## src/rtl/digital_pd_pkg.sv

```systemverilog
// Shared types, error range and saturation helper for the digital_pd
// counter-based phase/frequency detector.
package digital_pd_pkg;

  localparam int ERR_W   = 4;
  localparam int ERR_MIN = -8;
  localparam int ERR_MAX = 7;

  typedef enum logic {
    IDLE,
    MEASURE
  } pd_state_e;

  // Callers sign-extend their CNT_W+1 bit difference to 32 bits before calling.
  function automatic logic signed [ERR_W-1:0] sat_err(input logic signed [31:0] diff);
    logic signed [ERR_W-1:0] res;
    if (diff > ERR_MAX) begin
      res = ERR_W'(ERR_MAX);
    end else if (diff < ERR_MIN) begin
      res = ERR_W'(ERR_MIN);
    end else begin
      res = diff[ERR_W-1:0];
    end
    return res;
  endfunction

endpackage

```

## src/rtl/digital_pd_edge_sync.sv

```systemverilog
// Two-flop synchronizer plus a delay flop that turns an asynchronous
// input into a single-cycle rising-edge pulse in the clk domain.
module edge_sync (
  input  logic clk,
  input  logic reset,
  input  logic din,
  output logic rise
);

  logic sync1_q, sync2_q, sync3_q;
  logic sync1_d, sync2_d, sync3_d;

  always_comb begin
    sync1_d = din;
    sync2_d = sync1_q;
    sync3_d = sync2_q;
  end

  always_ff @(posedge clk) begin
    if (!reset) begin
      sync1_q <= 1'b0;
      sync2_q <= 1'b0;
      sync3_q <= 1'b0;
    end else begin
      sync1_q <= sync1_d;
      sync2_q <= sync2_d;
      sync3_q <= sync3_d;
    end
  end

  assign rise = sync2_q & ~sync3_q;

endmodule

```

## src/rtl/digital_pd.sv

```systemverilog
// Counter-based digital phase/frequency detector: measures the reference period
// in clk cycles and reports a saturated error against fcw. Optional lock
// detector enabled with `define DIGITAL_PD_LOCK_DET_EN.
module digital_pd
  import digital_pd_pkg::*;
#(
  parameter int CNT_W    = 10,
  parameter int LOCK_TOL = 1,
  parameter int LOCK_CNT = 16
) (
  input  logic              clk,
  input  logic              reset,
  input  logic              en,
  input  logic              ref_in,
  input  logic [CNT_W-1:0]  fcw,
  output logic signed [3:0] err,
  output logic              err_valid,
  output logic              ref_lost,
  output logic              locked
);

  localparam logic [CNT_W-1:0] CNT_MAX = '1;

  pd_state_e               state_q, state_d;
  logic [CNT_W-1:0]        cnt_q, cnt_d;
  logic signed [ERR_W-1:0] err_q, err_d;
  logic                    err_valid_q, err_valid_d;
  logic                    ref_lost_q, ref_lost_d;
  logic                    timeout;
  logic                    rise;
  logic signed [CNT_W:0]   diff;

  edge_sync u_ref_sync (
    .clk   (clk),
    .reset (reset),
    .din   (ref_in),
    .rise  (rise)
  );

  assign diff = $signed({1'b0, fcw}) - $signed({1'b0, cnt_q});

  // A rise in the same cycle as the terminal count is a normal measurement.
  always_comb begin
    state_d     = state_q;
    cnt_d       = cnt_q;
    err_d       = err_q;
    err_valid_d = 1'b0;
    ref_lost_d  = ref_lost_q;
    timeout     = 1'b0;
    if (!en) begin
      state_d = IDLE;
      cnt_d   = '0;
    end else begin
      case (state_q)
        IDLE: begin
          cnt_d = '0;
          if (rise) begin
            state_d    = MEASURE;
            cnt_d      = CNT_W'(1);
            ref_lost_d = 1'b0;
          end
        end
        MEASURE: begin
          if (rise) begin
            err_d       = sat_err(32'(diff));
            err_valid_d = 1'b1;
            cnt_d       = CNT_W'(1);
          end else if (cnt_q == CNT_MAX) begin
            timeout     = 1'b1;
            err_d       = ERR_W'(ERR_MIN);
            err_valid_d = 1'b1;
            ref_lost_d  = 1'b1;
            state_d     = IDLE;
            cnt_d       = '0;
          end else begin
            cnt_d = cnt_q + CNT_W'(1);
          end
        end
        default: begin
          state_d = IDLE;
          cnt_d   = '0;
        end
      endcase
    end
  end

  always_ff @(posedge clk) begin
    if (!reset) begin
      state_q     <= IDLE;
      cnt_q       <= '0;
      err_q       <= '0;
      err_valid_q <= 1'b0;
      ref_lost_q  <= 1'b0;
    end else begin
      state_q     <= state_d;
      cnt_q       <= cnt_d;
      err_q       <= err_d;
      err_valid_q <= err_valid_d;
      ref_lost_q  <= ref_lost_d;
    end
  end

  assign err       = err_q;
  assign err_valid = err_valid_q;
  assign ref_lost  = ref_lost_q;

`ifdef DIGITAL_PD_LOCK_DET_EN
  localparam int RUN_W = $clog2(LOCK_CNT + 1);

  logic [RUN_W-1:0] lock_run_q, lock_run_d;
  logic             locked_q, locked_d;
  logic [ERR_W:0]   err_abs;

  // Lock is judged on the error being emitted this cycle so it lines up with err_valid.
  always_comb begin
    lock_run_d = lock_run_q;
    err_abs    = err_d[ERR_W-1] ? -{err_d[ERR_W-1], err_d} : {1'b0, err_d};
    if (!en || timeout) begin
      lock_run_d = '0;
    end else if (err_valid_d) begin
      if (int'(err_abs) <= LOCK_TOL) begin
        lock_run_d = (lock_run_q == RUN_W'(LOCK_CNT)) ? lock_run_q : lock_run_q + RUN_W'(1);
      end else begin
        lock_run_d = '0;
      end
    end
    locked_d = (lock_run_d == RUN_W'(LOCK_CNT));
  end

  always_ff @(posedge clk) begin
    if (!reset) begin
      lock_run_q <= '0;
      locked_q   <= 1'b0;
    end else begin
      lock_run_q <= lock_run_d;
      locked_q   <= locked_d;
    end
  end

  assign locked = locked_q;
`else
  logic unused_lock;
  assign unused_lock = ^{timeout, LOCK_TOL, LOCK_CNT};
  assign locked      = 1'b0;
`endif

endmodule
```

## config.mk

```make
export PLATFORM = sky130hd
export DESIGN_NAME = digital_pd
export DESIGN_NICKNAME = d
export VERILOG_FILES = /design/src/rtl/digital_pd_pkg.sv /design/src/rtl/digital_pd_edge_sync.sv /design/src/rtl/digital_pd.sv
export SDC_FILE = /design/constraint.sdc
export NUM_CORES = 1
export LEC_CHECK = 0
export BUFFER_PORTS_ARGS = -buffer_cell sky130_fd_sc_hd__buf_2
export CAP_MARGIN = 20
export CELL_PAD_IN_SITES_DETAIL_PLACEMENT = 1
export CELL_PAD_IN_SITES_GLOBAL_PLACEMENT = 2
export CORE_MARGIN = 4
export CORE_UTILIZATION = 34
export CTS_BUF_LIST = sky130_fd_sc_hd__clkbuf_4 sky130_fd_sc_hd__clkbuf_8 sky130_fd_sc_hd__clkbuf_16
export DETAILED_ROUTE_END_ITERATION = 10
export HOLD_SLACK_MARGIN = 0.08
export PLACE_DENSITY = 0.75
export SLEW_MARGIN = 20
export SYNTH_ARGS = -nofsm -noshare
export SYNTH_HDL_FRONTEND = slang
export SYNTH_SLANG_ARGS = --single-unit
```

## constraint.sdc

```tcl
create_clock -name clk -period 3.3 [get_ports clk]
set_input_delay 0.33 -clock clk [delete_from_list [all_inputs] [get_ports clk]]
set_output_delay 0.33 -clock clk [all_outputs]
set_load 0.02 [all_outputs]
```

==> key figures <==
Synth
  • Async SR Flop Fraction: 0
  • Synth unique cells: 45
  • Post-synth EDFFs: 0
  • Synthesized area: approximately 1400 um2
  • Yosys warns: 0
  • Ys flop type: dfxtp_1
  • Register area share after synthesis: 0.281
  • Mapped Cells: between 150 and 200
  • Count of state elements after synthesis: 20
  • Post-Syn Nets: 194
  • Avg Inst Size Synth: 8.47 um2

Clock network
  • Worst-skew pair later-pin latency: 0.25 ns
  • Post-CTS sizing: 0
  • CTS tree: built
  • Clk buf depth: 2
  • Number of buffers created by CTS: 3
  • Clk sinks: 20
  • Worst-path clk slew: ~0.070 ns
  • H-tree levels: 1
  • Post-CTS Setup Bufs: 0
  • CTS Hold Bufs: 0
  • Clock root buffer: clkbuf_8

Global routing
  • Vias in the first global route: about 1.4k
  • Largest net degree at the start of global routing: 11
  • Gr usage total: 0.148
  • Remaining Overflow, GRT: 0
  • Antenna violations before repair: 0
  • First-pass GRT wire length: between 6000 and 7000 um

Run status
  • Status: finished clean

Cells and area
  • Fillers: roughly 520
  • Layout cells sized above 1: 0.166
  • Final Net Count: between 200 and 250
  • Antenna cells: 0
  • Final Util: 0.399
  • Layout area overhead: 12.9%

Power and ir drop
  • PD cells: about 300 nW/um2
  • Leak: 0.624 nW
  • Final Total Pwr: around 0.00050 W
  • Worst vdd ir: 0.000175 V

Timing
  • Hold WS: around 0.28 ns
  • Final Critical Period: between 2 and 3 ns
  • Slew Limit Fails: 0
  • RSZ-0062 raised after global routing: no
  • Max Clock Skew: between 0.002 and 0.0025 ns
  • FMAX: 382 MHz
  • Setup TNS: 0 ns
  • Hold Fails Final Rpt: 0
  • Period utilisation layout: 0.794
  • Final worst slack: a little under 0.7 ns
  • Final Setup Violations: 0

Detailed routing
  • Via Count: 1261
  • Routed wire length: ~3600 um
  • DR vias/cell: roughly 5.3
  • DR WL/cell: roughly 15 um
  • Drt first-iter violations: between 50 and 60
  • DRT Pass-1 Iters: 4
  • Remaining DRCs: 0
  • Antenna viol nets, final: 0

Floorplan
  • Overall die height: 72.7 um
  • IO Count: 21
  • Die area: ~5300 um2
  • Starting density of the core: 0.353
  • Rows: 23
  • Core area: a little over 4000 um2
  • Die X: about 73 um

Setup path
  • Critical path fanouts, max: 5
  • Top cell by count, worst path: a21oi_1
  • Crit Path Class: register to register
  • Critical path, cell by cell: ha_1 > fa_1 > and2b_1 > o2111ai_2 > a21oi_1 > o211ai_1 > a21boi_0 > o41ai_1 > a21oi_1
  • CP peak stage delay: about 0.42 ns
  • CP Data Required Time: 3.49 ns
  • Top delay family on crit path: compound AO/OA/AOI/OAI gates
  • Buf+Inv Stages, Crit Path: 0
  • Critical Path AT: 2.81 ns
  • Startpoint types: register
  • CP max stage cell: a21boi_0
  • Crit path capture type: register

Placement
  • GPL Wtd Cong: between 0.7 and 0.8
  • IO buf count: 19
  • Dpl ws: around 0.64 ns
  • Post-DP HPWL: roughly 3000 um

Flow run
  • # Max-Cap Violations: 0

Worst hold path
  • Hold crit path type: input pin to register
-- per-stage QoR --
step | std cells | cell area (um2)
2_1_floorplan | 168 | 1420
5_1_grt | 237 | 1610
3_3_place_gp | 234 | 1570
6_report | 237 | 1610
4_1_cts | 237 | 1610
3_5_place_dp | 234 | 1570
-- layer usage --
| layer | vias up | wire length [um] | track usage |
|---|---|---|---|
| met5 | - | 0 | 0 |
| met4 | 0 | 22 | 0.0307 |
| met3 | 2 | 80 | 0.0207 |
| met2 | 9 | 1880 | 0.274 |
| met1 | 611 | 1580 | 0.180 |
| li1 | 639 | - | - |
-- final timing paths --
kind | startpoint | end | slack, ns | cells past startpoint
setup reg to reg | cnt_q[0] | err[2] | 0.68 | 9
setup / recovery | cnt_q[0] | err[2] | 0.68 | 9
hold reg to reg | u_ref_sync.sync1_q | u_ref_sync.sync2_q | 0.44 | 1
hold / removal | ref_in | u_ref_sync.sync1_q | 0.28 | 2
-- cell usage in the layout (no fill, tap or decap), types with 2 or more instances in the layout --
master     instances
a31oi_1            2
ha_1              11
nand3_1            7
a21oi_1            4
clkbuf_8           3
a21boi_0           3
nor2_1            18
o21ai_0            4
dfxtp_1           20
and2_1             9
nand2b_1           2
a21o_1             4
buf_2             19
nor2b_1            6
o2111ai_1          2
and3_1             7
a211oi_1           5
a41oi_1            2
inv_1             12
xnor2_1           11
nand2_1           12
-- layout make-up --
class	count	area (um2)	share of cell area
Inverter	12	45.0	0.0280
Clock buffer	3	41.3	0.0257
Sequential cell	20	400	0.249
Timing Repair Buffer	19	95.1	0.0592
Multi-Input combinational cell	133	962	0.599
Tap cell	50	62.6	0.0389
-- state kept, by name (all words and copies together), names as in the netlist --
| signal | flops |
|---|---|
| cnt_q | 10 |
| err | 4 |
| err_valid | 1 |
| ref_lost | 1 |
| state_q | 1 |
| u_ref_sync.sync1_q | 1 |
| u_ref_sync.sync2_q | 1 |
| u_ref_sync.sync3_q | 1 |
-- worst reg2reg max path, cell delays in order (launching register included) --
cell,delay [ns]
dfxtp_1,0.36
ha_1,0.25
fa_1,0.40
and2b_1,0.25
o2111ai_2,0.18
a21oi_1,0.23
o211ai_1,0.14
a21boi_0,0.42
o41ai_1,0.17
a21oi_1,0.15
-- synth_stat cells (2+ instances only) --
master | count | area (um2)
dfxtp_1 | 20 | 400
nor2_1 | 18 | 67.6
inv_1 | 12 | 45.0
nand2_1 | 12 | 45.0
ha_1 | 11 | 138
xnor2_1 | 11 | 96.3
and2_1 | 9 | 56.3
and3_1 | 7 | 43.8
nand3_1 | 7 | 35.0
nor2b_1 | 6 | 37.5
a211oi_1 | 5 | 37.5
a21o_1 | 4 | 30.0
a21oi_1 | 4 | 20.0
o21ai_0 | 4 | 20.0
a21boi_0 | 3 | 22.5
a31oi_1 | 2 | 12.5
a41oi_1 | 2 | 17.5
clkbuf_1 | 2 | 7.51
nand2b_1 | 2 | 12.5
o2111ai_1 | 2 | 17.5
-- cell families after synthesis --
logic type | after synthesis | share of synthesized area
xor+xnor | 11 | 0.0677
mux | 1 | 0.00704
flops | 20 | 0.281
fa+ha+maj | 12 | 0.111
other cells | 1 | 0.00264
simple gates | 68 | 0.249
compound gates | 40 | 0.239
buf+inv | 15 | 0.0422
-- where the power goes --
| group | switching [W] | leakage, nW | internal (W) | total, W |
|---|---|---|---|---|
| sequential | 0.00000141 | 0.162 | 0.000243 | 0.000245 |
| combinational | 0.0000512 | 0.441 | 0.0000377 | 0.0000889 |
| clock | 0.0000804 | 0.0216 | 0.0000812 | 0.000162 |
| total | 0.000133 | 0.624 | 0.000362 | 0.000495 |
Power figures use the tool's default switching activity.
